===== src/rtl/tick_freq_meter.sv =====
// Gated frequency meter: counts synchronized rising edges of sig_in between
// successive one-second ticks and reports the saturated count per window.
module tick_freq_meter #(
   parameter int N = 26
) (
   input  logic         clk,
   input  logic         arst,
   input  logic         en,
   input  logic         tick,
   input  logic         sig_in,
   output logic [N-1:0] count,
   output logic         count_valid,
   output logic         overflow,
   output logic         measuring
);

   typedef enum logic {
      IDLE    = 1'b0,
      MEASURE = 1'b1
   } state_t;

   localparam logic [N-1:0] ACC_MAX = {N{1'b1}};
   localparam logic [N-1:0] ONE     = {{(N-1){1'b0}}, 1'b1};

   state_t         state_q, state_d;
   logic           s1_q, s2_q, s3_q;
   logic           sig_edge;
   logic           at_max;
   logic [N-1:0]   acc_q, acc_d;
   logic           ovf_acc_q, ovf_acc_d;
   logic [N-1:0]   count_q, count_d;
   logic           overflow_q, overflow_d;
   logic           count_valid_q, count_valid_d;
   logic           measuring_q;

   // s1/s2 resolve metastability; s3 is the history used for edge detection.
   always_ff @(posedge clk) begin
      if (arst) begin
         s1_q <= 1'b0;
         s2_q <= 1'b0;
         s3_q <= 1'b0;
      end else begin
         s1_q <= sig_in;
         s2_q <= s1_q;
         s3_q <= s2_q;
      end
   end

   assign sig_edge = s2_q & ~s3_q;
   assign at_max   = (acc_q == ACC_MAX);

   always_comb begin
      state_d       = state_q;
      acc_d         = acc_q;
      ovf_acc_d     = ovf_acc_q;
      count_d       = count_q;
      overflow_d    = overflow_q;
      count_valid_d = 1'b0;

      if (!en) begin
         state_d   = IDLE;
         acc_d     = '0;
         ovf_acc_d = 1'b0;
      end else begin
         case (state_q)
            IDLE: begin
               // Partial window before the first tick is discarded.
               if (tick) begin
                  state_d   = MEASURE;
                  acc_d     = '0;
                  ovf_acc_d = 1'b0;
               end
            end
            MEASURE: begin
               if (tick) begin
                  // An edge on the closing tick belongs to the closing window.
                  count_d       = at_max ? ACC_MAX : acc_q + {{(N-1){1'b0}}, sig_edge};
                  overflow_d    = ovf_acc_q | (at_max & sig_edge);
                  count_valid_d = 1'b1;
                  acc_d         = '0;
                  ovf_acc_d     = 1'b0;
               end else if (sig_edge) begin
                  if (at_max) begin
                     ovf_acc_d = 1'b1;
                  end else begin
                     acc_d = acc_q + ONE;
                  end
               end
            end
            default: begin
               state_d = IDLE;
            end
         endcase
      end
   end

   always_ff @(posedge clk) begin
      if (arst) begin
         state_q       <= IDLE;
         acc_q         <= '0;
         ovf_acc_q     <= 1'b0;
         count_q       <= '0;
         overflow_q    <= 1'b0;
         count_valid_q <= 1'b0;
         measuring_q   <= 1'b0;
      end else begin
         state_q       <= state_d;
         acc_q         <= acc_d;
         ovf_acc_q     <= ovf_acc_d;
         count_q       <= count_d;
         overflow_q    <= overflow_d;
         count_valid_q <= count_valid_d;
         measuring_q   <= (state_d == MEASURE);
      end
   end

   assign count       = count_q;
   assign overflow    = overflow_q;
   assign count_valid = count_valid_q;
   assign measuring   = measuring_q;

endmodule


===== config.mk =====
export PLATFORM = sky130hd
export DESIGN_NAME = tick_freq_meter
export DESIGN_NICKNAME = d
export VERILOG_FILES = /design/src/rtl/tick_freq_meter.sv
export SDC_FILE = /design/constraint.sdc
export NUM_CORES = 1
export LEC_CHECK = 0
export ABC_AREA = 1
export ABC_CLOCK_PERIOD_IN_PS = 4100
export CORE_ASPECT_RATIO = 0.6
export CORE_MARGIN = 10
export CORE_UTILIZATION = 60
export CTS_BUF_LIST = sky130_fd_sc_hd__clkbuf_4
export CTS_CLUSTER_DIAMETER = 200
export DETAILED_ROUTE_END_ITERATION = 7
export PLACE_DENSITY = 0.94
export RECOVER_POWER = 50
export SLEW_MARGIN = 20
export SYNTH_ARGS = -nofsm -noshare
export SYNTH_HDL_FRONTEND = slang
export SYNTH_SLANG_ARGS = --single-unit

===== constraint.sdc =====
create_clock -name clk -period 4.1 [get_ports clk]
set_clock_uncertainty 0.15 [all_clocks]
set_input_delay 0.615 -clock clk [delete_from_list [all_inputs] [get_ports clk]]
set_output_delay 0.615 -clock clk [all_outputs]
set_load 0.05 [all_outputs]

==> results.sh, run 1 <==
export IMPL_rows=21
export IMPL_gr_usage_met1_pct=32.3
export IMPL_drive_gt1_share_pct=7.41
export IMPL_vias=3656
export IMPL_core_mm2=0.00557
export IMPL_worst_endpoint_arrival_ps=3040
export IMPL_antenna_found_initial=0
export IMPL_fin_crit_ps=2900
export IMPL_ys_types=27
export IMPL_io_buffer_count=33
export IMPL_rsz0062_at_grt="false"
export IMPL_max_slew_margin_pct=43.4
export IMPL_postCtsHoldBufs=0
export IMPL_avgSynthCellArea_um2=6.45
export IMPL_die_x_um=118
export IMPL_status="complete, no violations"
export IMPL_drcViolationCount=0
export IMPL_ys_flop_type="dfxtp_1"
export IMPL_fin_crit_sh_pct=70.6
export IMPL_synth_area_leaders="dfxtp_1 (34%), nand2_1 (13%), nor2_1 (10%), inv_1 (6.9%), xor2_1 (5.6%)"
export IMPL_met2_usage_pct=32.3
export IMPL_hold_class="flop to flop"
export IMPL_grt_most_used_layer="met1"
export IMPL_wl_per_cell_um=16.2
export IMPL_overflow=0
export IMPL_io_pins=34
export IMPL_die_h_um=78.6
export IMPL_cp_required_ps=4240
export IMPL_floorplan_initialDensity_pct=61.6
export IMPL_synthesis_area_mm2=0.00343
export IMPL_first_pass_iters=7
export IMPL_cts_tree="built"
export IMPL_end_kind="flop"
export IMPL_synthToLayoutAreaGrowth_pct=14.0
export IMPL_htreeDepth=3
export IMPL_antenna_diode_count=0
export IMPL_ys_ff_latch=59
export IMPL_rrSetupSlack_ps=1620
export IMPL_synth_nets=540
export IMPL_grt_pass1_vias=3260
export IMPL_cts_resized_gates=0
export IMPL_yosysWarningCount=0
export IMPL_yosys_area_top_type_share_pct=34.4
export IMPL_drt_first_iter_violations=594
export IMPL_setup_tns_ps=0
export IMPL_yosysTopAreaCell="dfxtp_1"
export IMPL_fmax_mhz=345
export IMPL_cap_violations=0
export IMPL_final_max_slew_viol_count=0
export IMPL_synth_cells=532
export IMPL_root_buffer="clkbuf_4"
export IMPL_ys_async_sr_fraction_pct=0
export IMPL_clock_sinks=59
export IMPL_power_density_mw_per_mm2=286
export IMPL_gp_congestion=0.985
export IMPL_clkLatencyLatePin_ps=420
export IMPL_whs_ps=271
export IMPL_finalHoldViolCount=0
export IMPL_finalSetupViolations=0
export IMPL_grt_max_degree=34
export IMPL_finish_utilization_pct=70.2
export IMPL_clockBufferDepth=2
export IMPL_cp_start_kind="primary input"
export IMPL_hpwl_um=8010
export IMPL_via_per_inst=5.65
export IMPL_worst_pin_slew_ps=842
export IMPL_routed_wl_um=10500
export IMPL_leakage_uw=0.00162
export IMPL_synth_edff_count=0
export IMPL_peakVddDrop_v=0.000157
export IMPL_final_nets=571
export IMPL_post_cts_buffers=0
export IMPL_fp_dieArea_mm2=0.00925
export IMPL_grt_usage_pct=22.8
export IMPL_crit_path_max_fanout=11
export IMPL_ys_seq_area_share_pct=34.4
export IMPL_ant_nets=0
export IMPL_use_met3_pct=7.29
export IMPL_clkSlewWorstSetupHoldPaths_ps=100
export IMPL_numCtsBuffers=9
export IMPL_layout_common_cells="nand2_1 (122), nor2_1 (92), inv_1 (64)"
export IMPL_grt_pass1_wl_um=17000
export IMPL_path_class="primary input to flop"
export IMPL_layout_commonest_cell="nand2_1"
-- where the power goes --
group | internal (µW) | total [µW] | switching (µW)
combinational | 32.0 | 115 | 83.4
clock | 177 | 406 | 229
sequential | 585 | 596 | 11.1
total | 795 | 1120 | 323
-- per-layer routing --
layer  part of all wire [%]  wire length (µm)
met1                     45              4760
met2                     40              4170
met5                      0                 0
met4                    1.2               130
met3                     14              1430
-- registers in the layout, summed over array words and instances, names as in the netlist --
register / count
acc_q: 26
count: 26
count_valid: 1
measuring: 1
overflow: 1
ovf_acc_q: 1
s1_q: 1
s2_q: 1
s3_q: 1
-- area by class of cell --
class	instances	area (µm²)
multi-input cells	389	1900
fillers	515	1660
flip-flops and latches	59	1180
repair buffers	36	349
inverters	68	255
well taps	80	100
clock buffers	9	67.6
clock inverters	6	57.6
-- cell families (layout without fill, tap and decap cells) --
group / count (synthesis) / count (layout) / share of synthesized area, %
AOI/OAI and AO/OA: 79 / 79 / 12.1
xor gates and xnor gates: 23 / 23 / 5.87
adders and majority gates: 3 / 3 / 1.09
buffers and inverters: 84 / 119 / 10.2
DFF: 59 / 59 / 34.4
and+or+nand+nor: 284 / 284 / 36.3
-- per-stage QoR --
| step | cell area (µm²) | cells | total power, µW | setup slack, ps |
|---|---|---|---|---|
| final | 3910 | 647 | 1120 | 1200 |
| after global routing | 3910 | 647 | 1160 | 1030 |
| after CTS | 3920 | 647 | 1120 | 1590 |
| after detailed placement | 3800 | 632 | 726 | 1140 |
| after global placement | 3800 | 632 | 723 | 1240 |
| after floorplan | 3430 | 532 | 691 | 2080 |
-- synthesized netlist by cell type, types with 4 or more instances --
cell type  instances
a21oi_1           35
buf_2              7
clkbuf_1           4
dfxtp_1           59
inv_1             63
inv_2              5
nand2_1          122
nand2_2            7
nand3_1           34
nand4_1           10
nor2_1            92
nor2_2             9
o21ai_0           31
o21bai_1           4
xor2_1            22
-- path summary, 6_finish.rpt --
| check | startpoint | depth (start not counted) | to |
|---|---|---|---|
| worst max-delay path | tick | 6 | count[13] |
| worst min-delay path | s1_q | 2 | s2_q |
| worst max register to register | s2_q | 11 | count[14] |
| worst min register to register | s1_q | 2 | s2_q |
-- critical path, stage by stage --
cell and delay (ps):
dlygate4sd3_1 580, inv_1 200, nor3_1 750, nand2_1 480, inv_2 310, a31oi_1 110
Note: power is estimated with default switching activity, not from simulation.
==> inputs of run 2 (changes only) <==
Settings changed: ABC_CLOCK_PERIOD_IN_PS 4100 to 3000, CORE_UTILIZATION 60 to 59, PLACE_DENSITY 0.94 to 0.93.
Clock period 4.1 ns to 3 ns, I/O delays scaled along.
==> run 2 against run 1 <==
  * Setup slack got worse by 770 ps
  * Via count decreased by 1.9%
  * Combinational power increased by 35%
  * Total power rose by 47%
  * Hold slack better by 3.3 ps
  * Non-clock buffer count unchanged
  * Clock power rose by 65%
  * Wire length decreased by 3.8%
  * Final cell count increased by 0.15%
  * Sequential share of layout area about the same
  * Die area is 1.3% higher
  * Critical path type is now flop to flop
==> results.sh, run 2 (synthesized netlist as in run 1, its figures left out) <==
export IMPL_antenna_found_initial=0
export IMPL_leakage_uw=0.00160
export IMPL_grt_pass1_wl_um=16600
export IMPL_cp_num_buf_inv=1
export IMPL_worst_pin_slew_ps=1020
export IMPL_ant_nets=0
export IMPL_gr_usage_met1_pct=30.6
export IMPL_core_mm2=0.00560
export IMPL_root_buffer="clkbuf_4"
export IMPL_drive_gt1_share_pct=6.69
export IMPL_crit_path_max_fanout=33
export IMPL_slowest_delay_ps=510
export IMPL_end_kind="flop"
export IMPL_setup_tns_ps=0
export IMPL_fmax_mhz=390
export IMPL_layout_common_cells="nand2_1 (125), nor2_1 (93), inv_1 (65)"
export IMPL_peakVddDrop_v=0.000195
export IMPL_floorplan_initialDensity_pct=61.3
export IMPL_rows=21
export IMPL_final_nets=571
export IMPL_hpwl_um=7540
export IMPL_grt_pass1_vias=3229
export IMPL_slowest_stage="nand3_2"
export IMPL_status="complete, no violations"
export IMPL_die_h_um=79.1
export IMPL_io_buffer_count=33
export IMPL_fp_dieArea_mm2=0.00937
export IMPL_crit_top_cell="nand2_1"
export IMPL_via_per_inst=5.54
export IMPL_drcViolationCount=0
export IMPL_vias=3587
export IMPL_htreeDepth=3
export IMPL_grt_usage_pct=21.8
export IMPL_wl_per_cell_um=15.6
export IMPL_die_x_um=118
export IMPL_crit_family="simple AND/OR/NAND/NOR gates"
export IMPL_grt_max_degree=34
export IMPL_power_density_mw_per_mm2=419
export IMPL_reg2regPathDepth=10
export IMPL_multi_input_area_mm2=0.00187
export IMPL_hold_depth=2
export IMPL_finish_utilization_pct=69.8
export IMPL_finalSetupViolations=0
export IMPL_fin_cells=648
export IMPL_clkLatencyLatePin_ps=420
export IMPL_numCtsBuffers=9
export IMPL_cap_violations=0
export IMPL_fin_crit_sh_pct=85.4
export IMPL_antenna_diode_count=0
export IMPL_rsz0062_at_grt="false"
export IMPL_path_class="flop to flop"
export IMPL_synthToLayoutAreaGrowth_pct=13.8
export IMPL_final_max_slew_viol_count=0
export IMPL_met2_usage_pct=30.0
export IMPL_cp_num_cells=10
export IMPL_clkSlewWorstSetupHoldPaths_ps=110
export IMPL_hold_class="flop to flop"
export IMPL_fin_crit_ps=2560
export IMPL_gp_congestion=0.968
export IMPL_post_cts_buffers=0
export IMPL_use_met3_pct=8.62
export IMPL_cp_required_ps=3160
export IMPL_clockBufferDepth=2
export IMPL_first_pass_iters=6
export IMPL_cts_tree="built"
export IMPL_cp_start_kind="flop"
export IMPL_layout_commonest_cell="nand2_1"
export IMPL_postCtsHoldBufs=0
export IMPL_regArea_mm2=0.00118
export IMPL_grt_most_used_layer="met1"
export IMPL_nFillCells=492
export IMPL_rrSetupSlack_ps=440
export IMPL_routed_wl_um=10100
export IMPL_max_slew_margin_pct=31.8
export IMPL_whs_ps=274
export IMPL_finalHoldViolCount=0
export IMPL_worst_endpoint_arrival_ps=2720
export IMPL_drt_first_iter_violations=604
export IMPL_cts_resized_gates=0
export IMPL_clock_sinks=59
export IMPL_overflow=0
export IMPL_place_inst=632
export IMPL_io_pins=34
export IMPL_crit_chain="ha_1 > nand3_1 > inv_1 > nand2_1 > nor2_1 > nand3_4 > nand3_2 > nand2_1 > nand2_1 > nor2_1"
[run 2: cell count changes in the layout (fill, tap and decap cells not counted), moves of 2 or more]
cell / change
clkdlybuf4s50_1: +10
clkbuf_4: +2
clkinv_1: -2
nand2_1: +3
nand3_4: -2
dlygate4sd3_1: -10
nand2_2: -3
[run 2: final cells by class]
| type | count | area share (%) |
|---|---|---|
| well taps | 80 | 2.56 |
| repair buffers | 36 | 8.83 |
| clock inverters | 5 | 1.98 |
| inverters | 68 | 6.53 |
| flip-flops and latches | 59 | 30.2 |
| multi-input cells | 389 | 47.8 |
| clock buffers | 11 | 2.11 |
[run 2: worst paths after layout]
kind,to,start
setup / recovery,acc_q[20],acc_q[1]
hold / removal,s2_q,s1_q
hold reg to reg,s2_q,s1_q
setup reg to reg,acc_q[20],acc_q[1]
[run 2: stage by stage]
stage               setup WS (ps)  power [µW]  area (µm²)
floorplan                     982         944        3430
global placement              632         985        3800
detailed placement            548         989        3800
CTS                           538        1640        3960
global route                  182        1700        3910
finish                        437        1640        3910
[run 2: where the power goes]
group | switching, µW | internal, µW | total, µW | leakage (µW)
Sequential | 15.1 | 800 | 815 | 0.000478
Clock | 315 | 354 | 669 | 0.0000868
Combinational | 110 | 44.8 | 155 | 0.00104
[run 2: metal layers]
layer  up-vias  part of all wire, %
li1       1740                    -
met1      1615                   45
met2       217                   39
met3        15                   15
met4         0                  1.3
met5         -                    0
[run 2: tightest hold or removal path, cell delays in order, from the launching register on]
cell and delay [ps]:
dfxtp_1 320, inv_1 50, nor2_1 30
